<file path="config.mk">
export PLATFORM = sky130hd
export DESIGN_NAME = sample_msg_combiner_flat
export DESIGN_NICKNAME = d
export VERILOG_FILES = /design/src/rtl/sample_msg_combiner_pkg.sv /design/src/rtl/sample_msg_combiner_if.sv /design/src/rtl/sample_msg_combiner_buffer.sv /design/src/rtl/sample_msg_combiner.sv /design/src/flat_wrapper.sv
export SDC_FILE = /design/constraint.sdc
export NUM_CORES = 2
export LEC_CHECK = 0
export CAP_MARGIN = 20
export CORE_ASPECT_RATIO = 1.25
export CORE_UTILIZATION = 40
export CTS_BUF_LIST = sky130_fd_sc_hd__clkbuf_4 sky130_fd_sc_hd__clkbuf_8 sky130_fd_sc_hd__clkbuf_16
export DETAILED_ROUTE_END_ITERATION = 10
export PLACE_DENSITY = 0.57
export SLEW_MARGIN = 20
export SYNTH_ARGS = -nofsm -noshare
export SYNTH_HDL_FRONTEND = slang
export SYNTH_SLANG_ARGS = --single-unit
</file>
<file path="constraint.sdc">
create_clock -name clk -period 4.2 [get_ports clk]
set_clock_uncertainty 0.05 [all_clocks]
set_input_delay 0.84 -clock clk [delete_from_list [all_inputs] [get_ports clk]]
set_output_delay 0.84 -clock clk [all_outputs]
set_load 0.02 [all_outputs]
</file>
<file path="src/rtl/sample_msg_combiner_pkg.sv">
// Shared definitions for the sample/message combined stream format.
// The header layout and FSM encodings here are also used by sample_msg_splitter.
package sample_msg_combiner_pkg;

  localparam int DEF_WDTH              = 32;
  localparam int DEF_MSG_LENGTH_WDTH   = 8;
  localparam int DEF_BUFFER_LENGTH     = 64;
  localparam int DEF_LOG_BUFFER_LENGTH = 6;

  // Header flag is the word MSB; the payload length sits in the low bits.
  localparam int HDR_FLAG_BIT = DEF_WDTH - 1;
  localparam int LEN_MSB      = DEF_MSG_LENGTH_WDTH - 1;
  localparam int LEN_LSB      = 0;

  typedef enum logic [0:0] {
    ST_IDLE = 1'b0,
    ST_MSG  = 1'b1
  } state_t;

  function automatic logic is_header(input logic [DEF_WDTH-1:0] word);
    return word[HDR_FLAG_BIT];
  endfunction

  function automatic logic [DEF_MSG_LENGTH_WDTH-1:0] hdr_length(input logic [DEF_WDTH-1:0] word);
    return word[LEN_MSB:LEN_LSB];
  endfunction

endpackage

</file>
<file path="src/rtl/sample_msg_combiner_if.sv">
// Stream bundle between a sample/message producer and the combiner.
interface sample_msg_combiner_if
  import sample_msg_combiner_pkg::*;
#(
  parameter int WDTH = DEF_WDTH
);
  logic [WDTH-1:0] in_samples;
  logic            in_samples_nd;
  logic [WDTH-1:0] in_msg;
  logic            in_msg_nd;
  logic [WDTH-1:0] out_data;
  logic            out_nd;

  modport master (
    output in_samples, in_samples_nd, in_msg, in_msg_nd,
    input  out_data, out_nd
  );

  modport slave (
    input  in_samples, in_samples_nd, in_msg, in_msg_nd,
    output out_data, out_nd
  );
endinterface

</file>
<file path="src/rtl/sample_msg_combiner_buffer.sv">
// Synchronous FIFO holding samples while a message owns the output.
// A write to a full FIFO is still taken when a read happens in the same cycle.
module sample_buffer
  import sample_msg_combiner_pkg::*;
#(
  parameter int WDTH              = DEF_WDTH,
  parameter int BUFFER_LENGTH     = DEF_BUFFER_LENGTH,
  parameter int LOG_BUFFER_LENGTH = DEF_LOG_BUFFER_LENGTH
) (
  input  logic            clk,
  input  logic            reset,
  input  logic            wr_en,
  input  logic [WDTH-1:0] wr_data,
  input  logic            rd_en,
  output logic [WDTH-1:0] rd_data,
  output logic            empty,
  output logic            full
);

  logic [WDTH-1:0]              mem [BUFFER_LENGTH];
  logic [LOG_BUFFER_LENGTH-1:0] rd_ptr;
  logic [LOG_BUFFER_LENGTH-1:0] wr_ptr;
  logic [LOG_BUFFER_LENGTH:0]   count;
  logic                         do_rd;
  logic                         do_wr;

  assign empty   = (count == (LOG_BUFFER_LENGTH+1)'(0));
  assign full    = (count == (LOG_BUFFER_LENGTH+1)'(BUFFER_LENGTH));
  assign do_rd   = rd_en && !empty;
  assign do_wr   = wr_en && (!full || do_rd);
  assign rd_data = mem[rd_ptr];

  // storage array, not reset
  always_ff @(posedge clk) begin
    if (do_wr) begin
      mem[wr_ptr] <= wr_data;
    end
  end

  // pointers wrap naturally at the power-of-two depth
  always_ff @(posedge clk) begin
    if (reset) begin
      rd_ptr <= '0;
      wr_ptr <= '0;
      count  <= '0;
    end else begin
      if (do_wr) begin
        wr_ptr <= wr_ptr + LOG_BUFFER_LENGTH'(1);
      end
      if (do_rd) begin
        rd_ptr <= rd_ptr + LOG_BUFFER_LENGTH'(1);
      end
      case ({do_wr, do_rd})
        2'b10:   count <= count + (LOG_BUFFER_LENGTH+1)'(1);
        2'b01:   count <= count - (LOG_BUFFER_LENGTH+1)'(1);
        default: count <= count;
      endcase
    end
  end

endmodule

</file>
<file path="src/rtl/sample_msg_combiner.sv">
// Merges a sample stream and a message stream onto one registered bus.
// Messages are never interleaved with samples; samples wait in sample_buffer.
module sample_msg_combiner
  import sample_msg_combiner_pkg::*;
#(
  parameter int WDTH              = DEF_WDTH,
  parameter int MSG_LENGTH_WDTH   = DEF_MSG_LENGTH_WDTH,
  parameter int BUFFER_LENGTH     = DEF_BUFFER_LENGTH,
  parameter int LOG_BUFFER_LENGTH = DEF_LOG_BUFFER_LENGTH
) (
  input  logic                  clk,
  input  logic                  reset,
  sample_msg_combiner_if.slave  bus,
  output logic                  error
);

  state_t                     state;
  logic [MSG_LENGTH_WDTH-1:0] remaining;
  logic [MSG_LENGTH_WDTH-1:0] hdr_len;
  logic                       msg_emit;
  logic                       msg_bad;
  logic                       sample_ok;
  logic                       sample_bad;
  logic                       bypass;
  logic                       rd_en;
  logic                       wr_en;
  logic                       drop_full;
  logic                       buf_empty;
  logic                       buf_full;
  logic [WDTH-1:0]            buf_data;

  assign hdr_len = bus.in_msg[MSG_LENGTH_WDTH-1:0];

  // classify this cycle's message and sample words
  always_comb begin
    msg_emit   = 1'b0;
    msg_bad    = 1'b0;
    sample_ok  = 1'b0;
    sample_bad = 1'b0;
    if (bus.in_msg_nd) begin
      if ((state == ST_MSG) || bus.in_msg[WDTH-1]) begin
        msg_emit = 1'b1;
      end else begin
        msg_bad = 1'b1;
      end
    end else begin
      msg_emit = 1'b0;
    end
    if (bus.in_samples_nd) begin
      if (bus.in_samples[WDTH-1]) begin
        sample_bad = 1'b1;
      end else begin
        sample_ok = 1'b1;
      end
    end else begin
      sample_ok = 1'b0;
    end
  end

  // a sample skips the buffer only when nothing older or higher-priority exists
  assign bypass    = sample_ok && (state == ST_IDLE) && buf_empty && !bus.in_msg_nd;
  assign rd_en     = (state == ST_IDLE) && !buf_empty && !msg_emit;
  assign wr_en     = sample_ok && !bypass;
  assign drop_full = wr_en && buf_full && !rd_en;

  sample_buffer #(
    .WDTH              (WDTH),
    .BUFFER_LENGTH     (BUFFER_LENGTH),
    .LOG_BUFFER_LENGTH (LOG_BUFFER_LENGTH)
  ) u_buffer (
    .clk     (clk),
    .reset   (reset),
    .wr_en   (wr_en),
    .wr_data (bus.in_samples),
    .rd_en   (rd_en),
    .rd_data (buf_data),
    .empty   (buf_empty),
    .full    (buf_full)
  );

  // message FSM with registered output slot and sticky error
  always_ff @(posedge clk) begin
    if (reset) begin
      state        <= ST_IDLE;
      remaining    <= '0;
      bus.out_nd   <= 1'b0;
      bus.out_data <= '0;
      error        <= 1'b0;
    end else begin
      bus.out_nd <= msg_emit || bypass || rd_en;
      if (msg_emit) begin
        bus.out_data <= bus.in_msg;
      end else if (bypass) begin
        bus.out_data <= bus.in_samples;
      end else if (rd_en) begin
        bus.out_data <= buf_data;
      end else begin
        bus.out_data <= bus.out_data;
      end
      if (msg_bad || sample_bad || drop_full) begin
        error <= 1'b1;
      end
      case (state)
        ST_IDLE: begin
          if (msg_emit && (hdr_len != MSG_LENGTH_WDTH'(0))) begin
            state     <= ST_MSG;
            remaining <= hdr_len;
          end
        end
        ST_MSG: begin
          if (msg_emit) begin
            remaining <= remaining - MSG_LENGTH_WDTH'(1);
            if (remaining == MSG_LENGTH_WDTH'(1)) begin
              state <= ST_IDLE;
            end
          end
        end
        default: begin
          state     <= ST_IDLE;
          remaining <= '0;
        end
      endcase
    end
  end

endmodule

</file>
<file path="src/flat_wrapper.sv">
// flat-port wrapper written by rule: the top's interface ports become plain ports
module sample_msg_combiner_flat import sample_msg_combiner_pkg::*;
#(
  parameter int WDTH              = DEF_WDTH,
  parameter int MSG_LENGTH_WDTH   = DEF_MSG_LENGTH_WDTH,
  parameter int BUFFER_LENGTH     = DEF_BUFFER_LENGTH,
  parameter int LOG_BUFFER_LENGTH = DEF_LOG_BUFFER_LENGTH
)
  (clk, reset, error, bus_in_samples, bus_in_samples_nd, bus_in_msg, bus_in_msg_nd, bus_out_data, bus_out_nd);
  sample_msg_combiner_if #(.WDTH(WDTH)) bus_i ();
  input  logic clk;
  input  logic reset;
  output logic error;
  input wire logic [$bits(bus_i.in_samples)-1:0] bus_in_samples;
  input wire logic [$bits(bus_i.in_samples_nd)-1:0] bus_in_samples_nd;
  input wire logic [$bits(bus_i.in_msg)-1:0] bus_in_msg;
  input wire logic [$bits(bus_i.in_msg_nd)-1:0] bus_in_msg_nd;
  output wire logic [$bits(bus_i.out_data)-1:0] bus_out_data;
  output wire logic [$bits(bus_i.out_nd)-1:0] bus_out_nd;
  assign bus_i.in_samples = bus_in_samples;
  assign bus_i.in_samples_nd = bus_in_samples_nd;
  assign bus_i.in_msg = bus_in_msg;
  assign bus_i.in_msg_nd = bus_in_msg_nd;
  assign bus_out_data = bus_i.out_data;
  assign bus_out_nd = bus_i.out_nd;
  sample_msg_combiner #(.WDTH(WDTH), .MSG_LENGTH_WDTH(MSG_LENGTH_WDTH), .BUFFER_LENGTH(BUFFER_LENGTH), .LOG_BUFFER_LENGTH(LOG_BUFFER_LENGTH)) u_core (.clk(clk), .reset(reset), .bus(bus_i), .error(error));
endmodule
</file>
==> metrics.md <==
| Metric | Value |
|---|---|
| Drt first pass iters | `8` |
| Yosys top cell area share | `0.756` |
| Worst path arrival time | `4480 ps` |
| Fin area | `94700 um2` |
| Final Cycle Share | `0.913` |
| Register area share after synthesis | `0.773` |
| Setup TNS | `0 ps` |
| Largest family of logic cells by synthesized area | `multiplexers` |
| Slew Limit Fails | `0` |
| Delay of the slowest cell on the worst path | `1080 ps` |
| Worst Path Max Fanout | `32` |
| Critical path's slowest cell | `a2111oi_0` |
| Vias | `40500` |
| Die area | `205000 um2` |
| Core area | `201000 um2` |
| EDFF count, synth | `2048` |
| Placed cell areas | `88300 um2` |
| Post-Synthesis Cells | `3763` |
| Grt total ovfl | `0` |
| Adder-Cell Fraction of Synth Area | `0.000769` |
| Compound-Gate Fraction of Synth Area | `0.0335` |
| Pin count of the biggest net entering global routing | `66` |
| Switching Share | `0.268` |
| Worst-Skew Late Latency | `840 ps` |
| Die W | `405 um` |
| Synth Flop Type | `edfxtp_1` |
| FF+latch area | `62900 um2` |
| Clock buffer depth | `3` |
| Fmax | `0.261 GHz` |
| CP Data Required Time | `4850 ps` |
| PnR worst setup slack | `367 ps` |
| Gpl congestion | `0.852` |
| Cts hold-fix bufs | `0` |
| Flop-to-flop setup slack | `370 ps` |
| Post_cts resized | `0` |
| Minimum clock period | `3830 ps` |
| Outcome | `finished clean` |
| Delay-heaviest family, CP | `compound AO/OA/AOI/OAI gates` |
| Worst reg2reg path depth | `9` |
| CP Class | `reg -> reg` |
| Hold WS | `326 ps` |
| Worst hold stages | `2` |
| Clock-pin slew of the registers on the worst-case setup and hold paths | `60 ps` |
| PwrDens | `544 nW/um2` |
| Hold crit path type | `in -> reg` |
| Filler Cell Count | `16500` |
| Die H | `506 um` |
| First-pass GRT wire length | `314000 um` |
| Synth Area in Simple Gates | `0.0201` |
| Number of global-route vias before repair | `40400` |
| Pre-CTS setup slack | `264 ps` |
| Peak supply drop | `0.369 mV` |
| Initial antenna violation count | `15` |
| MaxCap Viol Count | `0` |
| Clk sink count | `2116` |
| Synth unique cells | `57` |
| Reg-to-reg endpoint | `u_core.bus.out_data[25]` |
| Synth Area in XOR/XNOR | `0.00162` |
| Final wirelength | `225000 um` |
| Net Switching | `13.8 mW` |
| Average wire per standard cell | `32.2 um` |
| Mux cell area share after synthesis | `0.159` |
| Syn nets | `3836` |
| Warnings from Yosys | `0` |
| Yosys reg bits | `2116` |
| Clock power share | `0.343` |
| Design Power | `51.4 mW` |
| Worst path most repeated cell | `buf_4` |
| IO Pins | `102` |
| Endpoints failing setup | `0` |
| CTS tree | `yes` |
| Startpoint Class | `flip-flop` |
| Internal power | `37.7 mW` |
| Drt drc | `0` |
| Via/cell ratio | `5.79` |
| Final Non-Filler Cells | `6996` |
| Reg power frac | `0.464` |
| Setup bufs post-CTS | `0` |
| RSZ-0062 raised after global routing | `no` |
| Post-layout util | `0.470` |
| CTS Buf Count | `195` |
| H-tree depth | `4` |
| Combinational fraction of design power | `0.194` |
| Layout cell share with drive strength beyond 1 | `0.281` |
| Total GRT Usage | `0.220` |
| Syn Area/Cell | `21.6 um2` |
| Hold Vio Cnt, Final | `0` |
| Hpwl dp | `147000 um` |
| DP Cell Count | `6632` |
| Port Buf Inserts | `101` |
| CP endpoint kind | `flip-flop` |
| Layout area overhead | `16.4%` |
| Mapped Area | `81300 um2` |
| Biggest area consumer among synthesized cells | `edfxtp_1` |
| Final net count | `4205` |
| P_leak | `28.6 nW` |
| ANT nets after route | `0` |
| Clock root cell | `clkbuf_16` |
| # rows | `184` |
| WHS Endpoint | `u_core.remaining[0]` |
| Worst-Margin Slew | `1240 ps` |
| Top cells by area, synth | `edfxtp_1 76%, mux4_2 13%, mux2i_1 2.8%, dfxtp_1 1.7%, a22oi_1 1.2%` |
| Worst Hold Launch | `reset` |
| Worst-path cell chain | `buf_12 -> buf_4 -> mux4_2 -> nor2b_1 -> a211oi_1 -> a21oi_1 -> a2111oi_0 -> buf_4 -> o32ai_1` |
| WP buf/inv | `3` |
| Slew margin rel. | `0.153` |
| Synth async-reset ratio | `0` |
| Initial Utilization | `0.404` |
| 1st-iter DRT viols | `4901` |
| Multi-input logic area | `18000 um2` |
## worst register-to-register path, delay by kind of cell, from the launching register on
family / cells / cell delay (ps)
AOI/OAI and AO/OA: 4 / 1570
buffers and inverters: 3 / 920
DFF: 1 / 710
muxes: 1 / 300
and+or+nand+nor: 1 / 140
## state kept, by name, indices dropped and copies added (netlist names), named ones only
signal	cells
u_core.bus.out_data	32
u_core.bus.out_nd	1
u_core.error	1
u_core.remaining	8
u_core.state	1
u_core.u_buffer.count	7
u_core.u_buffer.mem	2048
u_core.u_buffer.rd_ptr	6
u_core.u_buffer.wr_ptr	6
## final cells by class
type	instances	share of cell area
clock buffers	245	0.0566
flip-flops and latches	2116	0.664
multi-input cells	1410	0.191
inverters	12	0.000502
well taps	2697	0.0357
clock inverters	115	0.0105
diodes	4	0.000106
repair buffers	397	0.0419
## routing by layer
layer,wire (um),part of all wire,GRT usage,vias to the layer above
li1,-,-,-,16700
met1,89400,0.40,0.293,21900
met2,113000,0.50,0.364,1586
met3,15200,0.067,0.0393,323
met4,7730,0.034,0.0734,6
met5,47,0.00021,0,-
## cells in the final DEF, fill, tap and decap left out, types with 7 or more instances in the layout
cell type / count
clkbuf_16: 200
nor3_1: 9
a221oi_1: 27
buf_4: 228
mux4_2: 473
a222oi_1: 31
inv_1: 11
buf_12: 71
a211oi_1: 32
nand2_1: 61
nor2_4: 67
a311oi_1: 26
a22o_1: 26
xor2_1: 8
nor2b_1: 36
clkinv_1: 43
xnor2_1: 7
o21ai_0: 14
clkdlybuf4s50_1: 68
clkinv_2: 39
buf_2: 30
nor2_1: 33
a22oi_1: 135
bufinv_16: 14
dfxtp_1: 65
mux2i_1: 228
clkbuf_4: 43
nand3_1: 84
a21oi_1: 21
edfxtp_1: 2048
## power by group through the flow
| stage | clock, mW | sequential [mW] | combinational [mW] |
|---|---|---|---|
| 3_5_place_dp | 0 | 24.3 | 10.1 |
| 3_3_place_gp | 0 | 24.3 | 10.1 |
| 2_1_floorplan | 0 | 24.1 | 5.87 |
| 6_report | 17.6 | 23.8 | 9.96 |
| 4_1_cts | 18.0 | 23.8 | 10.1 |
| 5_1_grt | 18.7 | 23.9 | 10.5 |
## worst max path at each step
stage,end,depth (start not counted)
finish,u_core.bus.out_data[25],9
global route,u_core.bus.out_data[25],9
CTS,u_core.bus.out_data[25],9
detailed placement,u_core.u_buffer.mem[59][7],10
global placement,u_core.u_buffer.mem[59][7],10
floorplan,u_core.u_buffer.mem[57][0],7
## synth_stat cells, types with 7 or more instances
cell and number:
a211oi_1 32, a21oi_1 21, a221oi_1 27, a222oi_1 31
a22o_1 27, a22oi_1 135, a311oi_1 26, buf_1 30
buf_2 62, clkbuf_1 131, dfxtp_1 68, edfxtp_1 2048
inv_1 11, mux2i_1 228, mux4_2 473, nand2_1 61
nand3_1 84, nor2_1 102, nor2b_1 39, nor3_1 9
o21ai_0 14, xnor2_1 7, xor2_1 8
## kinds of logic (layout without fill, tap and decap cells)
group                    Yosys count  count (layout)
AO/OA/AOI/OAI                    350             350
XOR/XNOR                          15              15
adder cells (fa/ha/maj)            5               5
AND/OR/NAND/NOR                  338             338
other                              0               4
flip-flops                      2116            2116
buffers and inverters            237             769
multiplexers                     702             702
(Power assumes the default switching activity.)
